### src/rtl/mm_pkg.sv
// Shared constants and types for the 8x8 matrix-multiply datapath.
// Used by the result writer (write end) and the operand address generator (read end).
package mm_pkg;

   localparam int N    = 8;               // matrix dimension and dot-product length
   localparam int PW   = 16;              // signed product width
   localparam int OW   = 16;              // signed result word width
   localparam int AW   = 8;               // result memory address width
   localparam int IW   = $clog2(N);       // index width
   localparam int ACCW = PW + IW;         // accumulator width; N products of PW bits never overflow it

   typedef enum logic {
      ACCUM = 1'b0,
      DONE  = 1'b1
   } mm_wr_state_t;

   typedef logic [IW-1:0] mm_idx_t;

endpackage

### src/rtl/mm_result_writer_if.sv
// Product stream in, result-memory write port out.
// master: the side producing products and owning the result memory.
// slave:  the result writer.
interface mm_result_writer_if;
   import mm_pkg::*;

   logic          prod_valid;
   logic [PW-1:0] prod_data;
   logic          wr_en;
   logic [AW-1:0] wr_addr;
   logic [OW-1:0] wr_data;

   modport master (
      output prod_valid, prod_data,
      input  wr_en, wr_addr, wr_data
   );

   modport slave (
      input  prod_valid, prod_data,
      output wr_en, wr_addr, wr_data
   );

endinterface

### src/rtl/mm_result_fit.sv
// Combinational ACCW -> OW narrowing of a finished dot product.
// Build option: define ACC_SAT_EN to clamp to the signed OW range;
// otherwise the low OW bits are kept (two's-complement truncation).
module mm_result_fit
   import mm_pkg::*;
(
   input  logic signed [ACCW-1:0] acc,
   output logic        [OW-1:0]   res
);

`ifdef ACC_SAT_EN
   localparam logic signed [ACCW-1:0] MAX_V = {{(ACCW-OW+1){1'b0}}, {(OW-1){1'b1}}};
   localparam logic signed [ACCW-1:0] MIN_V = {{(ACCW-OW+1){1'b1}}, {(OW-1){1'b0}}};

   // clamp out-of-range sums to the nearest representable OW value
   always_comb begin
      res = acc[OW-1:0];
      if (acc > MAX_V) begin
         res = {1'b0, {(OW-1){1'b1}}};
      end else if (acc < MIN_V) begin
         res = {1'b1, {(OW-1){1'b0}}};
      end
   end
`else
   logic unused_hi;

   // keep the low OW bits; upper accumulator bits are intentionally dropped
   always_comb begin
      res       = acc[OW-1:0];
      unused_hi = ^acc[ACCW-1:OW];
   end
`endif

endmodule

### src/rtl/mm_result_writer.sv
// Result write-back for the 8x8 matrix multiply.
// Accumulates N products per C[i][j] (stream order i, j, k), writes each
// result at column-major address j*N+i one cycle after its last product,
// and flags done after N*N writes. Build option ACC_SAT_EN selects
// saturating rather than truncating narrowing of the result (see mm_result_fit).
module mm_result_writer
   import mm_pkg::*;
(
   input  logic                     clk,
   input  logic                     reset,
   input  logic                     start,
   mm_result_writer_if.slave        bus,
   output logic                     busy,
   output logic                     done,
   output logic                     drop
);

   mm_wr_state_t state, state_next;

   mm_idx_t k, j, i;
   mm_idx_t k_next, j_next, i_next;

   logic signed [ACCW-1:0] acc, acc_next;
   logic signed [ACCW-1:0] prod_ext;
   logic signed [ACCW-1:0] sum;

   logic          wr_en_q, wr_en_next;
   logic [AW-1:0] wr_addr_q, wr_addr_next;
   logic [OW-1:0] wr_data_q, wr_data_next;
   logic [OW-1:0] fit_out;

   logic busy_next, done_next, drop_next;

   assign prod_ext = {{(ACCW-PW){bus.prod_data[PW-1]}}, bus.prod_data};

   // k==0 starts a fresh dot product, so the stale accumulator is ignored
   assign sum = (k == '0) ? prod_ext : acc + prod_ext;

   mm_result_fit u_fit (
      .acc (sum),
      .res (fit_out)
   );

   assign bus.wr_en   = wr_en_q;
   assign bus.wr_addr = wr_addr_q;
   assign bus.wr_data = wr_data_q;

   // state register
   always_ff @(posedge clk or posedge reset) begin
      if (reset) begin
         state <= ACCUM;
      end else begin
         state <= state_next;
      end
   end

   // next state, counters, accumulator and registered outputs
   always_comb begin
      state_next   = state;
      k_next       = k;
      j_next       = j;
      i_next       = i;
      acc_next     = acc;
      wr_en_next   = 1'b0;
      wr_addr_next = wr_addr_q;
      wr_data_next = wr_data_q;
      done_next    = done;
      drop_next    = 1'b0;

      if (start) begin
         state_next = ACCUM;
         k_next     = '0;
         j_next     = '0;
         i_next     = '0;
         acc_next   = '0;
         done_next  = 1'b0;
      end else begin
         case (state)
            ACCUM: begin
               if (bus.prod_valid) begin
                  if (k == mm_idx_t'(N-1)) begin
                     wr_en_next   = 1'b1;
                     wr_addr_next = AW'(int'(j) * N + int'(i));
                     wr_data_next = fit_out;
                     k_next       = '0;
                     if (j == mm_idx_t'(N-1)) begin
                        j_next = '0;
                        if (i == mm_idx_t'(N-1)) begin
                           i_next     = '0;
                           state_next = DONE;
                           done_next  = 1'b1;
                        end else begin
                           i_next = i + mm_idx_t'(1);
                        end
                     end else begin
                        j_next = j + mm_idx_t'(1);
                     end
                  end else begin
                     acc_next = sum;
                     k_next   = k + mm_idx_t'(1);
                  end
               end
            end
            DONE: begin
               drop_next = bus.prod_valid;
            end
            default: begin
               state_next = ACCUM;
            end
         endcase
      end

      busy_next = (state_next == ACCUM);
   end

   // datapath and output registers
   always_ff @(posedge clk or posedge reset) begin
      if (reset) begin
         k         <= '0;
         j         <= '0;
         i         <= '0;
         acc       <= '0;
         wr_en_q   <= 1'b0;
         wr_addr_q <= '0;
         wr_data_q <= '0;
         busy      <= 1'b0;
         done      <= 1'b0;
         drop      <= 1'b0;
      end else begin
         k         <= k_next;
         j         <= j_next;
         i         <= i_next;
         acc       <= acc_next;
         wr_en_q   <= wr_en_next;
         wr_addr_q <= wr_addr_next;
         wr_data_q <= wr_data_next;
         busy      <= busy_next;
         done      <= done_next;
         drop      <= drop_next;
      end
   end

endmodule

### src/flat_wrapper.sv
// flat-port wrapper written by rule: the top's interface ports become plain ports
module mm_result_writer_flat import mm_pkg::*;
  (clk, reset, start, busy, done, drop, bus_prod_valid, bus_prod_data, bus_wr_en, bus_wr_addr, bus_wr_data);
  mm_result_writer_if bus_i ();
  input  logic clk;
  input  logic reset;
  input  logic start;
  output logic busy;
  output logic done;
  output logic drop;
  input wire logic [$bits(bus_i.prod_valid)-1:0] bus_prod_valid;
  input wire logic [$bits(bus_i.prod_data)-1:0] bus_prod_data;
  output wire logic [$bits(bus_i.wr_en)-1:0] bus_wr_en;
  output wire logic [$bits(bus_i.wr_addr)-1:0] bus_wr_addr;
  output wire logic [$bits(bus_i.wr_data)-1:0] bus_wr_data;
  assign bus_i.prod_valid = bus_prod_valid;
  assign bus_i.prod_data = bus_prod_data;
  assign bus_wr_en = bus_i.wr_en;
  assign bus_wr_addr = bus_i.wr_addr;
  assign bus_wr_data = bus_i.wr_data;
  mm_result_writer u_core (.clk(clk), .reset(reset), .start(start), .bus(bus_i), .busy(busy), .done(done), .drop(drop));
endmodule
### config.mk
export PLATFORM = sky130hd
export DESIGN_NAME = mm_result_writer_flat
export DESIGN_NICKNAME = d
export VERILOG_FILES = /design/src/rtl/mm_pkg.sv /design/src/rtl/mm_result_writer_if.sv /design/src/rtl/mm_result_fit.sv /design/src/rtl/mm_result_writer.sv /design/src/flat_wrapper.sv
export SDC_FILE = /design/constraint.sdc
export NUM_CORES = 1
export LEC_CHECK = 0
export ABC_AREA = 1
export CELL_PAD_IN_SITES_DETAIL_PLACEMENT = 2
export CELL_PAD_IN_SITES_GLOBAL_PLACEMENT = 2
export CORE_ASPECT_RATIO = 1.5
export CORE_UTILIZATION = 33
export DETAILED_ROUTE_END_ITERATION = 12
export PLACE_DENSITY = 0.89
export SYNTH_ARGS = -nofsm -noshare
export SYNTH_HDL_FRONTEND = slang
export SYNTH_SLANG_ARGS = --single-unit
export TNS_END_PERCENT = 10
### constraint.sdc
create_clock -name clk -period 3.35 [get_ports clk]
set_input_delay 0.335 -clock clk [delete_from_list [all_inputs] [get_ports clk]]
set_output_delay 0.335 -clock clk [all_outputs]
set_load 0.05 [all_outputs]
==> run summary <==
Critical Path AT -> 2400 ps
Total CTS buffers -> 5
CTS Sinks -> 52
Fin Clk Skew -> 5.19 ps
Hold buffer count at CTS -> 0
Detailed-route wire length -> 10.9 mm
Port Buf Inserts -> 45
Min-delay worst type -> primary input to async pin
Die W -> 82.6 um
Distinct cells, synth -> 32
Final period util -> 66.8%
Clock Latency Late Sink -> 300 ps
Min Tclk post-route -> 2240 ps
Top post-synthesis cells by area -> dfrtp_1 (40%), nand2_1 (18%), ha_1 (8.6%)
Fill count -> 1153
Commonest non-fill, non-tap cell in the layout -> nand2_1
DR WL/cell -> 18.2 um
CTS root buffer -> clkbuf_16
Tot Pwr -> 1800 uW
H-Tree Depth -> 2
Max_slew headroom -> 56.7%
RSZ-0062 raised after global routing -> no
Peak Freq -> 447 MHz
Drt first pass iters -> 4
Core Region -> 9360 um^2
Initial cell density of the core -> 34.4%
ANT cells -> 0
Commonest non-fill, non-tap cells in the layout -> nand2_1 (157), inv_1 (60), dfrtp_1 (52)
CP Launch Type -> flop
Hold Vio Cnt, Final -> 0
Die area -> 10200 um^2
TritonCTS clock tree -> built
Seq cells post-synth -> 52
Final ANT Viol Nets -> 0
P&R area growth vs syn -> 21.7%
Longest Clk Path Bufs -> 2
Mapped Avg Cell Area -> 7.33 um^2
Status -> finished clean
Maxcap violations -> 0
Final setup viols -> 0
Post-CTS sizing -> 0
DP HPWL -> 8.09 mm
Vias post-DR -> 3060
Total track usage -> 23.9%
Largest net degree at the start of global routing -> 35
Leading area contributor after synthesis -> dfrtp_1
Maximum vdd drop -> 276 uV
Power density over the cells -> 459 nW/um^2
Row count -> 43
Nets -> 528
Worst setup EP type -> flop
Die height -> 123 um
Ports -> 48
DRC -> 0
Post-synth top area share -> 40.4%
Routed vias/inst -> 5.12
Synthesis Warnings -> 0
Vias in the first global route -> 3557
DRT iter0 DRCs -> 65
Synthesized area -> 3220 um^2
Post-CTS Setup Bufs -> 0
Antenna violations before repair -> 0
CTS clk-pin slew, worst paths -> 70 ps
Top fanout value on the critical path -> 31
Crit Path Category -> flop to flop
Layout cells sized above 1 -> 6.17%
Fin. max-slew vios -> 0
Worst-margin pin slew -> 648 ps
Sequential area share after synthesis -> 40.4%
First-pass GRT wire length -> 17.8 mm
Setup TNS -> 0 ps
Pleak -> 0.00209 uW
Syn Inst Count -> 439
WP data required -> 3510 ps
Grt ovf -> 0
GP Congestion -> 0.762
-- metal layers --
| layer | track usage, % | routed length [um] | up-vias |
|---|---|---|---|
| met1 | 25.2 | 4120 | 1539 |
| met5 | 0 | 0 | - |
| met4 | 8.62 | 280 | 0 |
| met2 | 46.2 | 6220 | 48 |
| met3 | 3.62 | 263 | 18 |
| li1 | - | - | 1455 |
-- synth_stat cells, drive strengths merged --
| cell type | n |
|---|---|
| nand2 | 161 |
| and2 | 3 |
| xor2 | 1 |
| conb | 1 |
| mux2i | 1 |
| a31oi | 2 |
| a21oi | 9 |
| nor2 | 23 |
| buf | 9 |
| fa | 1 |
| clkinv | 1 |
| dfrtp | 52 |
| inv | 63 |
| nand4 | 2 |
| or2 | 11 |
| xnor2 | 3 |
| nor3 | 4 |
| clkbuf | 1 |
| nand3 | 39 |
| o21ai | 30 |
| ha | 22 |
-- report_power, final --
group / total (uW) / internal (uW) / switching (uW)
Combinational: 492 / 165 / 327
Clock: 602 / 353 / 250
Sequential: 703 / 672 / 31.0
Total: 1800 / 1190 / 608
-- area by class of cell --
type                            count  area [um^2]  share of cell area [%]
Clock buffer                        6          129                    3.29
Clock inverter                      2         35.0                   0.894
Inverter                           64          240                    6.13
Multi-Input combinational cell    314         1600                    40.8
Sequential cell                    52         1300                    33.2
Tap cell                          112          140                    3.58
Timing Repair Buffer               48          473                    12.1
-- final timing paths --
kind / to / depth (start not counted) / slack (ps) / startpoint
worst max-delay path: u_core.bus.wr_data[3] / 9 / 1110 / u_core.k[1]
max in group asynchronous: u_core.bus.wr_data[4] / 3 / 2170 / reset
min in group clk: u_core.bus.wr_data[15] / 2 / 490 / u_core.bus.wr_data[15]
worst min-delay path: u_core.bus.wr_data[15] / 2 / 340 / reset
worst max register to register: u_core.bus.wr_data[3] / 9 / 1110 / u_core.k[1]
worst min register to register: u_core.bus.wr_data[15] / 2 / 490 / u_core.bus.wr_data[15]
-- through the flow --
step	cell area, um^2	std cells	worst slack, ps	util [%]	hold slack (ps)
floorplan	3220	440	1630	-	398
global placement	3750	590	1060	40.1	465
detailed placement	3750	590	921	40.1	475
CTS	3920	598	1100	41.8	358
global route	3920	598	925	41.8	382
finish	3920	598	1110	41.8	342
-- state kept, by name, summed over array words and instances, names as in the netlist --
| register | cells |
|---|---|
| u_core.acc | 16 |
| u_core.bus.wr_addr | 6 |
| u_core.bus.wr_data | 16 |
| u_core.bus.wr_en | 1 |
| u_core.busy | 1 |
| u_core.done | 1 |
| u_core.drop | 1 |
| u_core.i | 3 |
| u_core.j | 3 |
| u_core.k | 3 |
| u_core.state | 1 |
-- logic make-up after synthesis --
kind of cell | after synthesis | share of synthesized area, %
other cells | 1 | 0.117
buf+inv | 74 | 9.99
xor+xnor | 4 | 1.09
fa+ha+maj | 23 | 9.18
flops | 52 | 40.4
mux | 1 | 0.311
compound gates | 41 | 6.69
simple gates | 243 | 32.2
-- critical path, cell delays in order, from the launching register on --
cell	delay [ps]
dfrtp_1	370
ha_1	200
ha_1	210
inv_1	60
nor2_1	160
inv_1	100
nor2_4	400
inv_2	370
nand2_1	160
o21ai_1	80
(Power assumes the default switching activity.)
==> edit 1: new RTL, same flow settings <==
Make the reset (`reset`) synchronous in 2 clocked blocks.
--- a/src/rtl/mm_result_writer.sv
+++ b/src/rtl/mm_result_writer.sv
@@ -46,7 +46,7 @@
    assign bus.wr_data = wr_data_q;
 
    // state register
-   always_ff @(posedge clk or posedge reset) begin
+   always_ff @(posedge clk) begin
       if (reset) begin
          state <= ACCUM;
       end else begin
@@ -114,7 +114,7 @@
    end
 
    // datapath and output registers
-   always_ff @(posedge clk or posedge reset) begin
+   always_ff @(posedge clk) begin
       if (reset) begin
          k         <= '0;
          j         <= '0;
Behaviour: differs if reset is asserted again (counterexample within 4 cycles, from zero or initial values and one cycle with reset high); with reset held inactive, the same outputs for 4 cycles.
==> edit 1 against the unedited design <==
- clock skew is 0.0046 ns higher
- register-to-register slack improved by 0.099 ns
- total power shrank 14%
- area after synthesis is 0.54% higher
- setup slack worse by 0.071 ns
- sequential power fell by 9.5%
- sequential cell count unchanged
- routed wire length grew 15%
- cell area grew 0.26%
- final cell count rose by 8.4%
- critical endpoint is now u_core.acc[4]
- largest cell class unchanged
==> edit 1: results <==
set metrics [dict create \
    synth_compound_area_frac 0.103 \
    die_x_um 82.9 \
    placed_cells 640 \
    buf_share 0.120 \
    post-place-ws_ns 0.831 \
    synthMuxAreaShare 0.00619 \
    ir_drop_mv 0.398 \
    nFillCells 1133 \
    hpwl_um 8790 \
    synth_fa_ha_area_frac 0.0913 \
    clock_area_frac 0.0452 \
    avgRoutedWirePerCell_um 19.3 \
    r2r-end "u_core.acc[4]" \
    outcome "completed" \
    synth.avg_cell_area_um2 6.56 \
    grtUsageTotal 0.257 \
    cp_slowest_cell "clkdlybuf4s50_1" \
    relSlewSlack 0.402 \
    drive_gt1_frac 0.0541 \
    grt_pass1_vias 3838 \
    multi_input_comb_cells 344 \
    vias 3342 \
    synthXorXnorAreaFrac 0.00541 \
    crit_fanout 3 \
    dpl-instance-area_um2 3750 \
    final_cells 648 \
]
==> edit 1: per-layer routing <==
metal,global-route usage,share of wire,vias to the layer above
met5,0,0,-
met4,0.0851,0.026,0
met3,0.0481,0.030,27
met2,0.507,0.54,52
met1,0.272,0.40,1659
li1,-,-,1604
==> edit 1: worst max path at each step <==
| stage | end | slack (ns) | from |
|---|---|---|---|
| final | u_core.acc[4] | 1.04 | bus_prod_data[0] |
| after global routing | u_core.acc[4] | 0.90 | bus_prod_data[0] |
| after CTS | u_core.acc[4] | 1.07 | bus_prod_data[0] |
| after detailed placement | u_core.bus.wr_data[6] | 0.83 | bus_prod_data[0] |
| after global placement | u_core.bus.wr_data[12] | 0.95 | bus_prod_data[0] |
| after floorplan | u_core.acc[6] | 1.55 | bus_prod_data[0] |
==> edit 1: tightest hold or removal path: cells and delay by family (launching register included) <==
| kind | cells | cell delay, ns |
|---|---|---|
| compound gates | 1 | 0.05 |
| flops | 1 | 0.32 |
| simple gates | 1 | 0.07 |
==> edit 2: new RTL, config.mk and constraints unchanged <==
Made on the original files. `AW`: 8 -> 6.
--- a/src/rtl/mm_pkg.sv
+++ b/src/rtl/mm_pkg.sv
@@ -5,7 +5,7 @@
    localparam int N    = 8;               // matrix dimension and dot-product length
    localparam int PW   = 16;              // signed product width
    localparam int OW   = 16;              // signed result word width
-   localparam int AW   = 8;               // result memory address width
+   localparam int AW   = 6;               // result memory address width
    localparam int IW   = $clog2(N);       // index width
    localparam int ACCW = PW + IW;         // accumulator width; N products of PW bits never overflow it
 
Interface: changed (resized bus_wr_addr); port bits go from 48 to 46. The function was not compared with the original's and may differ.
==> edit 2 against the unedited design <==
- total power up 3.8%
- routed wire length up 4.6%
- sequential power down 1%
- final cell count down 0.17%
- synthesized cell count unchanged
- worst hold slack worse by 0.017 ns
- maximum frequency down 1.3%
- critical path depth up 4
- sequential cell count unchanged
- area after synthesis down 1.3%
- critical endpoint is now u_core.bus.wr_data[10]
- setup slack worse by 0.029 ns
- cell area up 0.32%
- clock skew up 0.0060 ns
==> edit 2: results <==
set metrics [dict create \
    r2r-end "u_core.bus.wr_data[10]" \
    arrival_ns 2.45 \
    drive_gt1_frac 0.0639 \
    ir_drop_mv 0.298 \
    cp_slowest_cell "clkdlybuf4s50_1" \
    power.leakage_nw 2.10 \
    gp_routability_congestion 0.808 \
    viasPerCell 5.15 \
    outcome "completed" \
    synth_top_cells_by_area "dfrtp_1 (41%), nand2_1 (19%), ha_1 (8.7%)" \
    seq_power_share 0.373 \
    grtUsageTotal 0.256 \
    grt_pass1_vias 3635 \
    regToRegStartpoint "u_core.acc[0]" \
    skew_ns 0.0112 \
    ff2ff_setup_slack_ns 1.20 \
    synth_common_cells "nand2_1 (163), inv_1 (59), dfrtp_1 (52)" \
    power.switching_mw 0.610 \
    synth_cells 439 \
    final_cells 597 \
    pg_comb_mw 0.493 \
    ys_types 31 \
    swShare 0.327 \
    wl_um 11400 \
    nFillCells 1097 \
    relSlewSlack 0.616 \
    grt_first_pass_wirelength_um 18800 \
    yosysSeqAreaShare 0.410 \
    crit_fanout 4 \
    drt_iter0_markers 98 \
    dpl-instance-area_um2 3740 \
]
==> edit 2: per-layer routing <==
layer / part of all wire / routed length [um] / vias to the layer above / GRT usage
li1: - / - / 1454 / -
met5: 0 / 0 / - / 0
met2: 0.56 / 6390 / 55 / 0.478
met3: 0.026 / 291 / 23 / 0.0382
met4: 0.034 / 386 / 0 / 0.117
met1: 0.38 / 4320 / 1545 / 0.270
==> edit 2: metrics by stage <==
stage / setup WS (ns) / hold WS [ns]
floorplan: 1.63 / 0.398
detailed placement: 0.912 / 0.478
global placement: 0.999 / 0.464
global route: 0.911 / 0.351
finish: 1.08 / 0.325
CTS: 1.07 / 0.338
==> edit 2: cell families (layout without fill, tap and decap cells) <==
group | after synthesis | in the layout | synth area share
AO/OA/AOI/OAI | 39 | 39 | 0.0646
AND/OR/NAND/NOR | 250 | 250 | 0.336
XOR/XNOR | 3 | 3 | 0.00827
flip-flops | 52 | 52 | 0.410
adder cells (fa/ha/maj) | 23 | 23 | 0.0929
buffers and inverters | 72 | 118 | 0.0886
==> edit 2: worst max-delay path by stage <==
stage,cells past startpoint,endpoint,startpoint
2_1_floorplan,11,u_core.acc[6],u_core.acc[0]
3_3_place_gp,13,u_core.bus.wr_data[10],bus_prod_data[0]
3_5_place_dp,13,u_core.bus.wr_data[10],bus_prod_data[0]
4_1_cts,13,u_core.acc[14],bus_prod_data[0]
5_1_grt,13,u_core.bus.wr_data[10],bus_prod_data[0]
6_report,13,u_core.bus.wr_data[10],bus_prod_data[0]
==> edit 2: layout make-up <==
cell class,count,area [um^2],area share
Clock buffer,5,125,0.0318
Clock inverter,2,60.1,0.0153
Inverter,63,236,0.0602
Multi-Input combinational cell,315,1590,0.406
Sequential cell,52,1300,0.331
Tap cell,112,140,0.0357
Timing Repair Buffer,48,473,0.120
